$ cat src/rtl/note_stream_source.sv
// note_stream_source: records live key state as run-length (word, duration) entries and replays them as a timed stream
// Ports: clk/rst (async active-high); rec_start/play_start/stop control pulses;
//   key_notes/key_shift live keyboard word; read_en consumer accept;
//   data_out {notes,shift} stream word; output_ready word valid;
//   rec_busy/play_busy activity flags; length stored entry count.
module note_stream_source #(
   parameter int ADDR_W   = 8,
   parameter int DUR_W    = 8,
   parameter int TICK_DIV = 1000000
)(
   input  logic              clk,
   input  logic              rst,
   input  logic              rec_start,
   input  logic              play_start,
   input  logic              stop,
   input  logic [7:0]        key_notes,
   input  logic [1:0]        key_shift,
   input  logic              read_en,
   output logic [9:0]        data_out,
   output logic              output_ready,
   output logic              rec_busy,
   output logic              play_busy,
   output logic [ADDR_W:0]   length
);
   localparam int CW = $clog2(TICK_DIV);
   localparam int EW = 10 + DUR_W;
   localparam logic [ADDR_W:0]  DEPTH = (ADDR_W+1)'(2**ADDR_W);
   localparam logic [DUR_W-1:0] DMAX  = '1;
   localparam logic [CW-1:0]    TLAST = CW'(TICK_DIV-1);
   typedef enum logic [2:0] {IDLE, REC, FLUSH, FETCH, HOLD} state_t;
   state_t            state_q, state_d;
   logic [CW-1:0]     cnt_q, cnt_d;
   logic [ADDR_W:0]   wr_ptr_q, wr_ptr_d, rd_ptr_q, rd_ptr_d, length_q, length_d;
   logic [9:0]        cur_q, cur_d, data_out_q, data_out_d;
   logic [DUR_W-1:0]  dur_q, dur_d, remain_q, remain_d;
   logic              output_ready_q, rec_busy_q, play_busy_q;
   logic [EW-1:0]     mem [2**ADDR_W];
   logic [EW-1:0]     rd_word;
   logic [9:0]        key;
   logic              we, adv, tick;
   assign key     = {key_notes, key_shift};
   // the stream pauses while the consumer is not reading
   assign adv     = state_q != HOLD || read_en;
   assign tick    = adv && cnt_q == TLAST;
   assign rd_word = mem[rd_ptr_q[ADDR_W-1:0]];
   always_comb begin
      state_d  = state_q;
      wr_ptr_d = wr_ptr_q;
      rd_ptr_d = rd_ptr_q;
      length_d = length_q;
      cur_d    = cur_q;
      dur_d    = dur_q;
      remain_d = remain_q;
      we       = 1'b0;
      case (state_q)
         IDLE: begin
            if (!stop && rec_start) begin
               state_d  = REC;
               wr_ptr_d = '0;
               length_d = '0;
               cur_d    = key;
               dur_d    = '0;
            end else if (!stop && play_start && length_q != '0) begin
               state_d  = FETCH;
               rd_ptr_d = '0;
            end
         end
         REC: begin
            if (tick) begin
               if (key == cur_q && dur_q != DMAX) dur_d = dur_q + 1'b1;
               else begin
                  // a run only exists once it has lasted at least one tick
                  we       = dur_q != '0;
                  wr_ptr_d = wr_ptr_q + {{ADDR_W{1'b0}}, we};
                  cur_d    = key;
                  dur_d    = DUR_W'(1);
               end
            end
            if (wr_ptr_d == DEPTH) begin
               state_d  = IDLE;
               length_d = DEPTH;
            end else if (stop) state_d = FLUSH;
         end
         FLUSH: begin
            we       = dur_q != '0 && wr_ptr_q != DEPTH;
            wr_ptr_d = wr_ptr_q + {{ADDR_W{1'b0}}, we};
            length_d = wr_ptr_d;
            state_d  = IDLE;
         end
         FETCH: begin
            remain_d = rd_word[DUR_W-1:0];
            state_d  = HOLD;
         end
         HOLD: begin
            if (stop) state_d = IDLE;
            else if (tick) begin
               remain_d = remain_q - 1'b1;
               if (remain_q == DUR_W'(1)) begin
                  rd_ptr_d = rd_ptr_q + 1'b1;
                  state_d  = rd_ptr_d == length_q ? IDLE : FETCH;
               end
            end
         end
         default: state_d = IDLE;
      endcase
      cnt_d      = state_d != state_q || tick ? '0 : adv ? cnt_q + 1'b1 : cnt_q;
      // data_out doubles as the registered memory read; it holds through FETCH
      data_out_d = state_d == IDLE ? 10'd0 : state_q == FETCH ? rd_word[EW-1:DUR_W] : data_out_q;
   end
   always_ff @(posedge clk)
      if (we) mem[wr_ptr_q[ADDR_W-1:0]] <= {cur_q, dur_q};
   always_ff @(posedge clk or posedge rst) begin
      if (rst) begin
         state_q        <= IDLE;
         cnt_q          <= '0;
         wr_ptr_q       <= '0;
         rd_ptr_q       <= '0;
         length_q       <= '0;
         cur_q          <= '0;
         dur_q          <= '0;
         remain_q       <= '0;
         data_out_q     <= '0;
         output_ready_q <= 1'b0;
         rec_busy_q     <= 1'b0;
         play_busy_q    <= 1'b0;
      end else begin
         state_q        <= state_d;
         cnt_q          <= cnt_d;
         wr_ptr_q       <= wr_ptr_d;
         rd_ptr_q       <= rd_ptr_d;
         length_q       <= length_d;
         cur_q          <= cur_d;
         dur_q          <= dur_d;
         remain_q       <= remain_d;
         data_out_q     <= data_out_d;
         output_ready_q <= state_d == HOLD;
         rec_busy_q     <= state_d == REC || state_d == FLUSH;
         play_busy_q    <= state_d == FETCH || state_d == HOLD;
      end
   end
   assign data_out     = data_out_q;
   assign output_ready = output_ready_q;
   assign rec_busy     = rec_busy_q;
   assign play_busy    = play_busy_q;
   assign length       = length_q;
endmodule

$ cat config.mk
export PLATFORM = sky130hd
export DESIGN_NAME = note_stream_source
export DESIGN_NICKNAME = d
export VERILOG_FILES = /design/src/rtl/note_stream_source.sv
export SDC_FILE = /design/constraint.sdc
export NUM_CORES = 2
export LEC_CHECK = 0
export CORE_ASPECT_RATIO = 0.8
export CORE_UTILIZATION = 40
export CTS_CLUSTER_SIZE = 40
export DETAILED_ROUTE_END_ITERATION = 10
export HOLD_SLACK_MARGIN = 0.15
export REMOVE_ABC_BUFFERS = 1
export SLEW_MARGIN = 30
export SYNTH_ARGS = -nofsm -noshare
export SYNTH_HDL_FRONTEND = slang
export SYNTH_MEMORY_MAX_BITS = 65536
export SYNTH_SLANG_ARGS = --single-unit
$ cat constraint.sdc
create_clock -name clk -period 6.68 [get_ports clk]
set_input_delay 1.336 -clock clk [delete_from_list [all_inputs] [get_ports clk]]
set_output_delay 1.336 -clock clk [all_outputs]
set_load 0.1 [all_outputs]
Word level (Yosys, flattened, before mapping)
Memory sizes are Yosys's and may differ from the RTL's.
Index checks and enable logic that the tools add are counted.
Operators by class
  reduce and logical (&&, ||, !) cells: 27
  multiplexer cells: 42
  add/sub/neg operators: 6
  eq/ne operators: 26
Operators with widths (number)
  2-to-1 mux 9 bit: 10
  case mux 9 bit (3 select lines): 2
  2-to-1 mux 10 bit: 5
  2-to-1 mux 20 bit: 2
  2-to-1 mux 8 bit: 5
  case mux 8 bit (2 select lines): 2
  2-to-1 mux 3 bit: 7
  adder 20 x 1 -> 20 bit, second input constant: 1
  equality test 20 bit, second input constant: 1
  case mux 10 bit (2 select lines): 1
  adder 9 x 1 -> 9 bit: 2
  inequality test 2 bit, second input constant: 9
  case mux 9 bit (2 select lines): 1
  equality test 3 x 2 -> 1 bit, second input constant: 4
  case mux 3 bit (4 select lines): 1
  equality test 10 bit: 1
  nonzero test 2 bit: 5
  adder 9 x 1 -> 9 bit, second input constant: 1
  equality test 9 bit: 1
  equality test 9 bit, second input constant: 1
  inequality test 9 bit, second input constant: 1
  AND reduction 3 bit: 3
  nonzero test 9 bit: 1
  adder 8 x 1 -> 8 bit, second input constant: 1
  19 further kinds: 33
Word-level totals
  memories kept: 1
  logic and storage cells: 114
  bits in writable memories: 4608
  bits in registers: 89
  input bits: 16
  output and inout bits: 22
Memory list
  mem: depth 256, width 18, read ports 1, clocked after memory_dff 0, write ports 1, RTL line 37  | logic [EW-1:0] mem [2**ADDR_W];

Longest topological paths before layout
  depth in word-level cells: 11
  depth in mapped cells: 15
  mapped depth without buffers: 14

Worst setup path after synthesis
No wires, ideal clock.
  path kind: reg2reg
  from: register dur_q[1]
  to: memory mem[219][0] (netlist bit), enable pin
  path buffers: 2
  slack: -160 ps
  data required time: 6287 ps
  arrival time: 6448 ps
  stages on the path, launching flop included: 12
  path through: dfrtp_1 > ha_1 > and3_1 > and4_1 > nor4_1 > buf_4 > nor3_1 > o21a_1 > and3b_1 > nand3_1 > clkbuf_1 > nor2_1
On the way
  word-level cells in the longest chain between the ends: 7
RTL lines
  from (decl): RTL line 35  | logic [DUR_W-1:0] dur_q, dur_d, remain_q, remain_d;
  from (signal assigned): RTL line 133  | dur_q <= dur_d;
  inequality test 8 bit: RTL line 70  | if (key == cur_q && dur_q != DMAX) dur_d = dur_q + 1'b1;
  logical AND 1 bit: RTL line 70
  2-to-1 mux 1 bit: RTL line 70
  2-to-1 mux 1 bit: RTL line 69  | if (tick) begin
  case mux 1 bit (2 select lines) *: RTL line 55  | case (state_q)
  2-to-1 mux 1 bit *: RTL line 111  | if (we) mem[wr_ptr_q[ADDR_W-1:0]] <= {cur_q, dur_q};
  2-to-1 mux 1 bit (implied by the code) *: RTL line 111
  to (decl): RTL line 37
Every way passes the cells marked *; elsewhere a longest branch is shown, timed or not.

Final worst setup path
  from: register state_q[0]
  to: memory mem[64][15] (netlist bit), enable pin
On the way
  word-level cells in the longest chain between the ends: 7
RTL lines
  from (decl): RTL line 31  | state_t state_q, state_d;
  from (signal assigned): RTL line 127  | state_q <= state_d;
  inequality test 3 bit: RTL line 43  | assign adv = state_q != HOLD || read_en;
  logical OR 1 bit: RTL line 43
  logical AND 1 bit: RTL line 44  | assign tick = adv && cnt_q == TLAST;
  2-to-1 mux 1 bit: RTL line 69
  case mux 1 bit (2 select lines) *: RTL line 55
  2-to-1 mux 1 bit *: RTL line 111
  2-to-1 mux 1 bit (implied by the code) *: RTL line 111
Marks and branches as above.

==> metrics.csv <==
stage,metric,value,unit
outcome,status,"finished, final reports clean",
drt,post-route ant nets,0,
power,Peak supply drop,0.000369,V
cts,"Clk pin slew, worst setup/hold paths",0.07,ns
floorplan,IO Pins,38,
critical_path,crit path DAT,5.88,ns
timing,"Hold Violations, Final",0,
power,Net Sw Power,17800,uW
floorplan,Starting Density,0.402,
yosys,Synth Warn #,0,
power,PnR Total Power,69200,uW
timing,max_slew headroom,0.235,
hold_path,Min-Delay Startpoint,remain_q[7],
critical_path,"critical path fanouts, max",28,
floorplan,die height,606,microns
power,Switching Fraction,0.258,
yosys,number of flops mapped to enable cells by yosys,4608,
critical_path,reg2reg end,mem[64][15],
critical_path,crit path cell chain,"or3b_2, o2111a_1, nand2_2, nor3_1, o21a_1, and2_1, nand2_2, buf_4, buf_4, nor2_2",
power,Logic pwr share,0.129,
yosys,post-synthesis cell count,8824,
grt,Total Routing Usage GR,0.236,
flow_run,Max Cap Viol,0,
timing,Final setup viols,0,
timing,Fmax,191,MHz
power,power share of the sequential group,0.507,
timing,RSZ-0062 raised after global routing,no,
critical_path,worst r2r src,state_q[0],
cells_and_area,"commonest non-fill, non-tap cell in the layout",edfxtp_1,
critical_path,worst setup path class,register to register,
cts,"Clk Latency, worst-skew pair",1.06,ns
critical_path,Required @ worst endpoint,7.32,ns
critical_path,Worst Setup EP,mem[64][15],
timing,max-slew violations,0,
cells_and_area,Area Overhead vs Synth,13.9,%
grt,initial antenna violation count,47,
cells_and_area,share of cells above drive strength 1,0.245,
grt,global-route wire length before repair,759000,microns
drt,vias per cell,6.15,
grt,GRT overflow,0,
yosys,ys async rst share,0.0189,
cells_and_area,most frequent cells in the layout,"edfxtp_1, mux4_2, mux2i_1",
cts,H-tree depth,5,
timing,Final Cycle Share,0.784,
timing,final worst slack,1.45,ns
cts,buffer depth of the longest clock path,4,
floorplan,std cell rows,221,
drt,TritonRoute pass-1 iters,8,
floorplan,DIE AREA,0.459,sq mm
yosys,count of cell types in the netlist,82,
placed_design,post-place setup slack,0.661,ns
drt,via count,95800,
cts,Root Driver,clkbuf_16,
hold_path,worst hold path class,register to register,
placed_design,post-DP HPWL,346000,microns
critical_path,FF-to-FF path depth,10,
grt,vias in the first global route,92000,
timing,Slew @ Worst Pin,1.15,ns
drt,drc violations,0,
power,power density cells,332,mW/mm^2
yosys,ys flop type,edfxtp_1,
yosys,Post-Syn Area,0.183,sq mm
yosys,Seq cells post-synth,4697,
cts,cts bufs inserted,439,
floorplan,Die Width,757,microns
drt,DR WL/cell,35.6,microns
hold_path,hold depth,1,
grt,largest net degree at the start of global routing,155,
cts,TritonCTS sink count,4697,
cts,CTS tree,done,
power,leakage power figure,0.0666,uW
critical_path,worst reg2reg setup slack,1.45,ns
cts,cts hold-fix bufs,0,
critical_path,Crit-path slowest cell,nor2_2,
drt,DR iter-0 viols,15200,
critical_path,CP Capture Type,register,
floorplan,total core area,0.454,sq mm
cts,Post-CTS Repair Setup Buffers,0,
yosys,"Seq/Total Area, Yosys",0.770,
critical_path,CP Launch Point,state_q[0],
placed_design,RePlAce Congestion,0.901,
critical_path,CP Launch Type,register,
cells_and_area,Final #Nets,9198,
power,Internal,51300,uW
timing,worst-case clock skew,0.0672,ns
critical_path,crit-path max cell delay,0.74,ns
cts,post-cts resize count,0,
yosys,syn avg cell area,20.7,sq um
timing,final worst path period need,5.23,ns
timing,hold_ws,0.496,ns
placed_design,port bufs,37,
power,power share of the clock group,0.364,
drt,total routed wirelength,554000,microns
## logic make-up after synthesis
family,synth area share
DFF,0.770
AOI/OAI and AO/OA,0.0375
buffers and inverters,0.0135
adders and majority gates,0.000685
muxes,0.152
and+or+nand+nor,0.0240
xor gates and xnor gates,0.00259
## through the flow
| step | std cells | cell area [sq um] | TNS [ns] | utilization |
|---|---|---|---|---|
| after CTS | 15600 | 207000 | 0 | 0.457 |
| after global routing | 15600 | 208000 | 0 | 0.458 |
| after global placement | 14700 | 193000 | 0 | 0.424 |
| final | 15600 | 208000 | 0 | 0.458 |
| after floorplan | 8290 | 180000 | -1573.46 | - |
| after detailed placement | 14700 | 193000 | 0 | 0.425 |
## routing by layer
metal / wire length [microns] / GRT usage / up-vias
met1: 221000 / 0.341 / 51000
met5: 172 / 0 / -
li1: - / - / 37800
met3: 72600 / 0.0741 / 856
met2: 240000 / 0.339 / 6070
met4: 20500 / 0.0808 / 26
## power groups by stage
stage | logic (uW) | registers [uW] | clock network, uW
finish | 8940 | 35000 | 25200
global route | 9330 | 35000 | 26400
CTS | 8930 | 35000 | 25400
detailed placement | 8940 | 35700 | 0
global placement | 8690 | 35700 | 0
floorplan | 3620 | 37500 | 0
## layout make-up
type,count,area [sq um]
Timing Repair Buffer,441,4260
Inverter,17,86.3
Clock inverter,287,2890
Fill cell,37200,246000
Antenna cell,15,37.5
Multi-Input combinational cell,3576,41200
Clock buffer,524,11300
Sequential cell,4697,141000
Tap cell,6021,7530
## worst max-delay path, delay by kind of cell, from the launching register on
kind | cells | cell delay, ns
AO/OA/AOI/OAI | 2 | 0.63
buffers and inverters | 2 | 0.71
flip-flops | 1 | 0.56
AND/OR/NAND/NOR | 6 | 2.86
## worst min-delay path by stage
stage	endpoint	slack [ns]
2_1_floorplan	remain_q[7]	0.46
3_3_place_gp	remain_q[7]	0.49
3_5_place_dp	remain_q[7]	0.48
4_1_cts	remain_q[7]	0.49
5_1_grt	rd_ptr_q[8]	0.52
6_report	remain_q[7]	0.50
## Yosys cell counts (10+ instances only)
cell | number | area (sq um)
a211oi_1 | 34 | 255
a21oi_1 | 116 | 581
a221o_1 | 48 | 480
a221oi_1 | 209 | 1830
a22oi_1 | 36 | 270
a31oi_1 | 21 | 131
a32o_1 | 11 | 110
and2_1 | 19 | 119
and3_1 | 11 | 68.8
buf_1 | 60 | 225
buf_2 | 122 | 611
buf_4 | 53 | 398
clkbuf_1 | 293 | 1100
dfrtp_1 | 89 | 2230
edfxtp_1 | 4608 | 138000
ha_1 | 10 | 125
inv_1 | 14 | 52.6
mux2_2 | 39 | 439
mux2i_1 | 657 | 6580
mux4_2 | 919 | 20700
nand2_1 | 161 | 604
nand2b_1 | 23 | 144
nand3_1 | 91 | 455
nand4_1 | 19 | 119
nor2_1 | 426 | 1600
nor2b_1 | 22 | 138
nor3_1 | 107 | 536
nor4_1 | 28 | 175
o211ai_1 | 21 | 158
o21ai_0 | 190 | 951
o221ai_1 | 64 | 561
o22ai_1 | 37 | 231
o311ai_0 | 13 | 114
o31ai_1 | 35 | 263
or2_2 | 11 | 68.8
xnor2_1 | 36 | 315
xor2_1 | 18 | 158
## sequential cells by signal, summed over array words and instances, names as in the netlist
| name | count |
|---|---|
| cnt_q | 20 |
| state_q | 3 |
| length | 9 |
| remain_q | 8 |
| output_ready | 1 |
| mem | 4608 |
| data_out | 10 |
| rd_ptr_q | 9 |
| play_busy | 1 |
| dur_q | 8 |
| wr_ptr_q | 9 |
| cur_q | 10 |
| rec_busy | 1 |
No activity file was read; power rests on OpenSTA's default activity.
